$ cat src/rtl/mfp_pwm_multi_digit_display.sv
// Scanned multi-digit 7-segment driver: scan prescaler, brightness PWM,
// leading-zero blanking and a snapshot of the inputs taken once per frame.
module mfp_pwm_multi_digit_display #(
    parameter int N_DIGITS      = 8,
    parameter int SCAN_DIV_LOG2 = 17,
    parameter int PWM_BITS      = 4,
    parameter bit SEG_ACT_LOW   = 1'b1,
    parameter bit AN_ACT_LOW    = 1'b1
) (
    input  logic                    SI_ClkIn,
    input  logic                    SI_Reset,
    input  logic [4*N_DIGITS-1:0]   number,
    input  logic [N_DIGITS-1:0]     dots,
    input  logic [N_DIGITS-1:0]     digit_en,
    input  logic                    lz_blank,
    input  logic [PWM_BITS-1:0]     brightness,
    output logic [6:0]              seven_segments,
    output logic                    dot,
    output logic [N_DIGITS-1:0]     anodes,
    output logic                    frame_tick
);
    localparam int                  IDX_W    = $clog2(N_DIGITS);
    localparam logic [IDX_W-1:0]    LAST_IDX = IDX_W'(N_DIGITS - 1);
    localparam logic [6:0]          SEG_OFF  = {7{SEG_ACT_LOW}};
    localparam logic [N_DIGITS-1:0] AN_OFF   = {N_DIGITS{AN_ACT_LOW}};

    logic [SCAN_DIV_LOG2-1:0] p;
    logic [IDX_W-1:0]         idx;
    logic                     first_cycle;  // first cycle after reset release
    logic                     wrapped;      // idx has just restarted at 0 after a full frame

    logic [4*N_DIGITS-1:0]    snap_number;
    logic [N_DIGITS-1:0]      snap_dots;
    logic [N_DIGITS-1:0]      snap_en;
    logic                     snap_lz;

    logic                     slot_end;
    logic                     wrap;
    logic                     lit_pwm;
    logic                     visible;
    logic [PWM_BITS-1:0]      ph;
    logic [N_DIGITS-1:0]      lz_blanked;
    logic [N_DIGITS-1:0]      sel;
    logic [3:0]               nibble;
    logic [6:0]               seg_raw;

    // Active-high {g,f,e,d,c,b,a} pattern for one hex digit.
    function automatic logic [6:0] hex_decode(input logic [3:0] h);
        case (h)
            4'h0: hex_decode = 7'b0111111;
            4'h1: hex_decode = 7'b0000110;
            4'h2: hex_decode = 7'b1011011;
            4'h3: hex_decode = 7'b1001111;
            4'h4: hex_decode = 7'b1100110;
            4'h5: hex_decode = 7'b1101101;
            4'h6: hex_decode = 7'b1111101;
            4'h7: hex_decode = 7'b0000111;
            4'h8: hex_decode = 7'b1111111;
            4'h9: hex_decode = 7'b1101111;
            4'hA: hex_decode = 7'b1110111;
            4'hB: hex_decode = 7'b1111100;
            4'hC: hex_decode = 7'b0111001;
            4'hD: hex_decode = 7'b1011110;
            4'hE: hex_decode = 7'b1111001;
            default: hex_decode = 7'b1110001;
        endcase
    endfunction

    assign slot_end = &p;
    assign wrap     = slot_end && (idx == LAST_IDX);
    assign ph       = p[SCAN_DIV_LOG2-1 -: PWM_BITS];
    assign lit_pwm  = (&brightness) || (ph < brightness);
    assign nibble   = snap_number[{idx, 2'b00} +: 4];
    assign seg_raw  = hex_decode(nibble);
    assign visible  = snap_en[idx] && !lz_blanked[idx] && lit_pwm;

    // Scan from the most significant digit down; a disabled digit never stops the blanking.
    always_comb begin
        logic seen_nz;
        // NOTE: every always_comb output gets a default first so no path can infer a latch.
        lz_blanked = '0;
        seen_nz    = 1'b0;
        for (int k = N_DIGITS - 1; k >= 0; k--) begin
            seen_nz       = seen_nz | (snap_en[k] && (snap_number[4*k +: 4] != 4'h0));
            lz_blanked[k] = snap_lz && !seen_nz && (k != 0);
        end
    end

    always_comb begin
        sel      = '0;
        sel[idx] = 1'b1;
    end

    // NOTE: sequential state uses non-blocking assignments so every register samples pre-edge values.
    always_ff @(posedge SI_ClkIn) begin
        if (SI_Reset) begin
            p              <= '0;
            idx            <= '0;
            first_cycle    <= 1'b1;
            wrapped        <= 1'b0;
            snap_number    <= '0;
            snap_dots      <= '0;
            snap_en        <= '0;
            snap_lz        <= 1'b0;
            seven_segments <= SEG_OFF;
            dot            <= SEG_ACT_LOW;
            anodes         <= AN_OFF;
            frame_tick     <= 1'b0;
        end else begin
            p           <= p + 1'b1;
            first_cycle <= 1'b0;
            wrapped     <= wrap;
            frame_tick  <= wrapped;
            if (slot_end) begin
                idx <= wrap ? '0 : idx + 1'b1;
            end
            if (wrap || first_cycle) begin
                snap_number <= number;
                snap_dots   <= dots;
                snap_en     <= digit_en;
                snap_lz     <= lz_blank;
            end
            if (visible) begin
                seven_segments <= seg_raw ^ SEG_OFF;
                dot            <= snap_dots[idx] ^ SEG_ACT_LOW;
                anodes         <= sel ^ AN_OFF;
            end else begin
                seven_segments <= SEG_OFF;
                dot            <= SEG_ACT_LOW;
                anodes         <= AN_OFF;
            end
        end
    end

endmodule

$ cat config.mk
export PLATFORM = sky130hd
export DESIGN_NAME = mfp_pwm_multi_digit_display
export DESIGN_NICKNAME = d
export VERILOG_FILES = /design/src/rtl/mfp_pwm_multi_digit_display.sv
export SDC_FILE = /design/constraint.sdc
export NUM_CORES = 1
export LEC_CHECK = 0
export CAP_MARGIN = 20
export CORE_MARGIN = 3
export CORE_UTILIZATION = 56
export CTS_BUF_LIST = sky130_fd_sc_hd__clkbuf_8 sky130_fd_sc_hd__clkbuf_16
export DETAILED_ROUTE_END_ITERATION = 6
export GPL_ROUTABILITY_DRIVEN = 0
export PLACE_DENSITY = 0.86
export SYNTH_ARGS = -nofsm -noshare
export SYNTH_HDL_FRONTEND = slang
export SYNTH_SLANG_ARGS = --single-unit
$ cat constraint.sdc
create_clock -name SI_ClkIn -period 4.3 [get_ports SI_ClkIn]
set_input_delay 0.86 -clock SI_ClkIn [delete_from_list [all_inputs] [get_ports SI_ClkIn]]
set_output_delay 0.86 -clock SI_ClkIn [all_outputs]
set_load 0.005 [all_outputs]
==> reports/qor.txt <==
Status -> finished, final reports clean
Routed vias/inst -> 5.71
R2R cell count -> 6
Final hold vios -> 0
RSZ-0062 raised after global routing -> false
Global-route usage over all layers -> 24.6%
Hold buffers post-CTS -> 0
Sequential power share -> 54.5%
Fmax -> 333 MHz
Die X -> 89.2 um
Final critical-path share of the clock period -> 69.9%
Simple-gate share of the synthesized area -> 21.1%
Reg clk slew, reported paths -> 80 ps
Switching Share -> 24.0%
DRT iter0 DRCs -> 355
Setup CP Type -> reg -> reg
FF-to-FF Start -> idx[0]
Clk pwr share -> 35.4%
Num CTS Buffers -> 9
Ys Warns -> 0
Cell Area, Placed -> 4570 sq um
CP endpoint kind -> flop
Asr flop ratio synth -> 0%
Critical Path AT -> 3230 ps
Worst endpoint required time -> 4520 ps
Setup Buffers After CTS -> 0
Layout cells sized above 1 -> 6.12%
CP Max Fanout -> 24
Sequential area share after synthesis -> 45.4%
MaxCap Viol Count -> 0
CTS resizes -> 0
Net count after synthesis -> 529
Min-delay worst type -> reg -> reg
Hold path depth -> 1
Wire per inst -> 15.5 um
Die Y -> 89.2 um
Yosys top cell area share -> 45.4%
Largest area contributor in the netlist -> dfxtp_1
Worst skew pair latency -> 350 ps
#FFs+latches synth -> 88
Post-synth top flop -> dfxtp_1
Largest net degree at the start of global routing -> 73
Largest cells by area after synthesis -> dfxtp_1 (45%), nand2_1 (11%), a21oi_1 (7.4%)
Ant diodes -> 0
Min-delay src -> wrapped
CTS root buf -> clkbuf_8
Final core utilization -> 73.3%
Synthesized area -> 3880 sq um
FP Rows -> 29
Design area -> 4780 sq um
Final setup viols -> 0
Largest family of logic cells by synthesized area -> simple AND/OR/NAND/NOR gates
# H-tree levels -> 3
Pins Over Slew Limit -> 0
Setup TNS Final -> 0 ps
Syn Inst Count -> 461
R2R setup slack -> 1290 ps
Maximum vdd drop -> 0.000272 V
Post-synthesis compound-gate area fraction -> 16.1%
I/O Buffers -> 71
Avg Cell Area, Syn -> 8.41 sq um
Max-slew headroom at the worst pin -> 39.2%
Psw -> 384 uW
Synth cell types -> 48
Clock period minus worst slack -> 3010 ps
Initial antenna violation count -> 0
First-pass GRT wire length -> 15,100 um
Number of DRC violations after detailed routing -> 0
Number of global-route vias before repair -> 3,230
Lkg Pwr -> 0.00184 uW
Hold EP -> frame_tick
Most common cell in the netlist -> nand2_1
Detail Placement HPWL -> 6480 um
CTS tree -> yes
Adder and majority cell fraction of the synthesized area -> 4.45%
Die area -> 7960 sq um
CTS max path bufs -> 2
Area delta synth->final -> 23.4%
Post-synthesis xor/xnor area fraction -> 2.71%
Slew @ Worst Pin -> 911 ps
Fraction of synthesized area in multiplexers -> 5.65%
Power consumption -> 1600 uW
Initial Util -> 59.3%
CP Launch Type -> flop
Drt pass-1 iters -> 5
Power Density -> 334 nW/um^2
R2R Path End -> seven_segments[3]
Antenna Violating Nets Remaining -> 0
Cell Int Power -> 1210 uW
Post-synth EDFFs -> 0
Vias -> 3,428
Logic pwr share -> 10.1%
Grt ovf -> 0
Final Skew -> 4.92 ps
Sink Count -> 88
Nets -> 586
Detailed Route WL -> 9290 um
I/O pin count -> 72
Core ar. -> 6530 sq um
Worst hold slack -> 442 ps
Commonest cells in the netlist -> nand2_1 (116), dfxtp_1 (88), a21oi_1 (57)
kinds of logic (layout without fill, tap and decap cells):
kind of cell,count (synthesis),in the layout
buffers and inverters,37,99
and+or+nand+nor,192,192
adders and majority gates,14,14
xor gates and xnor gates,12,12
muxes,19,19
AOI/OAI and AO/OA,99,99
DFF,88,88
worst max path at each step:
stage / start / end / slack [ps]
6_report: idx[0] / seven_segments[3] / 1290
5_1_grt: idx[0] / seven_segments[3] / 1030
4_1_cts: idx[0] / seven_segments[3] / 1310
3_5_place_dp: brightness[1] / seven_segments[1] / 1320
3_3_place_gp: brightness[1] / seven_segments[1] / 1410
2_1_floorplan: p[0] / snap_number[30] / 1980
final cells by class:
cell class | count | area [sq um]
clock buffer | 10 | 138
clock inverter | 6 | 58.8
fill | 494 | 1750
inverter | 8 | 30.0
multi-input combinational | 336 | 1950
sequential | 88 | 1760
tap | 77 | 96.3
timing repair buffer | 75 | 748
power groups by stage:
stage / logic (uW) / clock network [uW] / registers [uW]
4_1_cts: 159 / 571 / 869
6_report: 162 / 565 / 870
3_3_place_gp: 153 / 0 / 886
2_1_floorplan: 86.3 / 0 / 879
3_5_place_dp: 158 / 0 / 887
5_1_grt: 179 / 606 / 873
per-layer routing:
metal  GRT usage (%)  routed length, um  vias to the layer above
met5               0                  0                        -
li1                -                  -                     1702
met3            6.54                610                       15
met4            7.44                146                        0
met1            31.5               4030                     1578
met2            40.5               4500                      133
cells in the final DEF, fill, tap and decap left out, types with 2 or more instances in the layout:
| cell type | synthesis | final |
|---|---|---|
| or2_2 | 2 | 2 |
| xnor2_1 | 3 | 3 |
| nand3b_1 | 2 | 2 |
| nand4_1 | 4 | 4 |
| a21oi_1 | 57 | 56 |
| inv_1 | 8 | 8 |
| and3_1 | 2 | 2 |
| o221ai_1 | 6 | 6 |
| or3_1 | 2 | 2 |
| clkinv_2 | 0 | 4 |
| o21ai_0 | 6 | 6 |
| nor2b_1 | 7 | 7 |
| clkdlybuf4s50_1 | 0 | 70 |
| a21o_1 | 3 | 3 |
| a221o_1 | 2 | 2 |
| nor2_1 | 29 | 29 |
| xor2_1 | 9 | 9 |
| o41ai_1 | 6 | 6 |
| a221oi_1 | 2 | 2 |
| o22ai_1 | 5 | 5 |
| ha_1 | 13 | 13 |
| nand2b_1 | 4 | 4 |
| and2_1 | 2 | 2 |
| mux4_2 | 2 | 2 |
| nor3_1 | 5 | 5 |
| nand3_1 | 15 | 15 |
| mux2_2 | 3 | 3 |
| clkbuf_8 | 0 | 10 |
| nand2_1 | 116 | 116 |
| buf_4 | 4 | 3 |
| mux2i_1 | 14 | 14 |
| dfxtp_1 | 88 | 88 |
registers in the layout, indices dropped and copies added (netlist names):
name,flops
anodes,8
dot,1
first_cycle,1
frame_tick,1
idx,3
p,17
seven_segments,7
snap_dots,8
snap_en,8
snap_lz,1
snap_number,32
wrapped,1
critical path, cell delays in order, from the launching register on:
cell,delay (ps)
dfxtp_1,910
mux4_2,620
mux2i_1,490
inv_1,180
ha_1,310
o211ai_1,240
o211ai_2,120
per-stage QoR:
| stage | worst slack, ps | instances |
|---|---|---|
| final | 1290 | 600 |
| after global routing | 1030 | 600 |
| after CTS | 1310 | 599 |
| after detailed placement | 1320 | 583 |
| after global placement | 1410 | 583 |
| after floorplan | 1980 | 461 |
No activity file was read; power rests on OpenSTA's default activity.
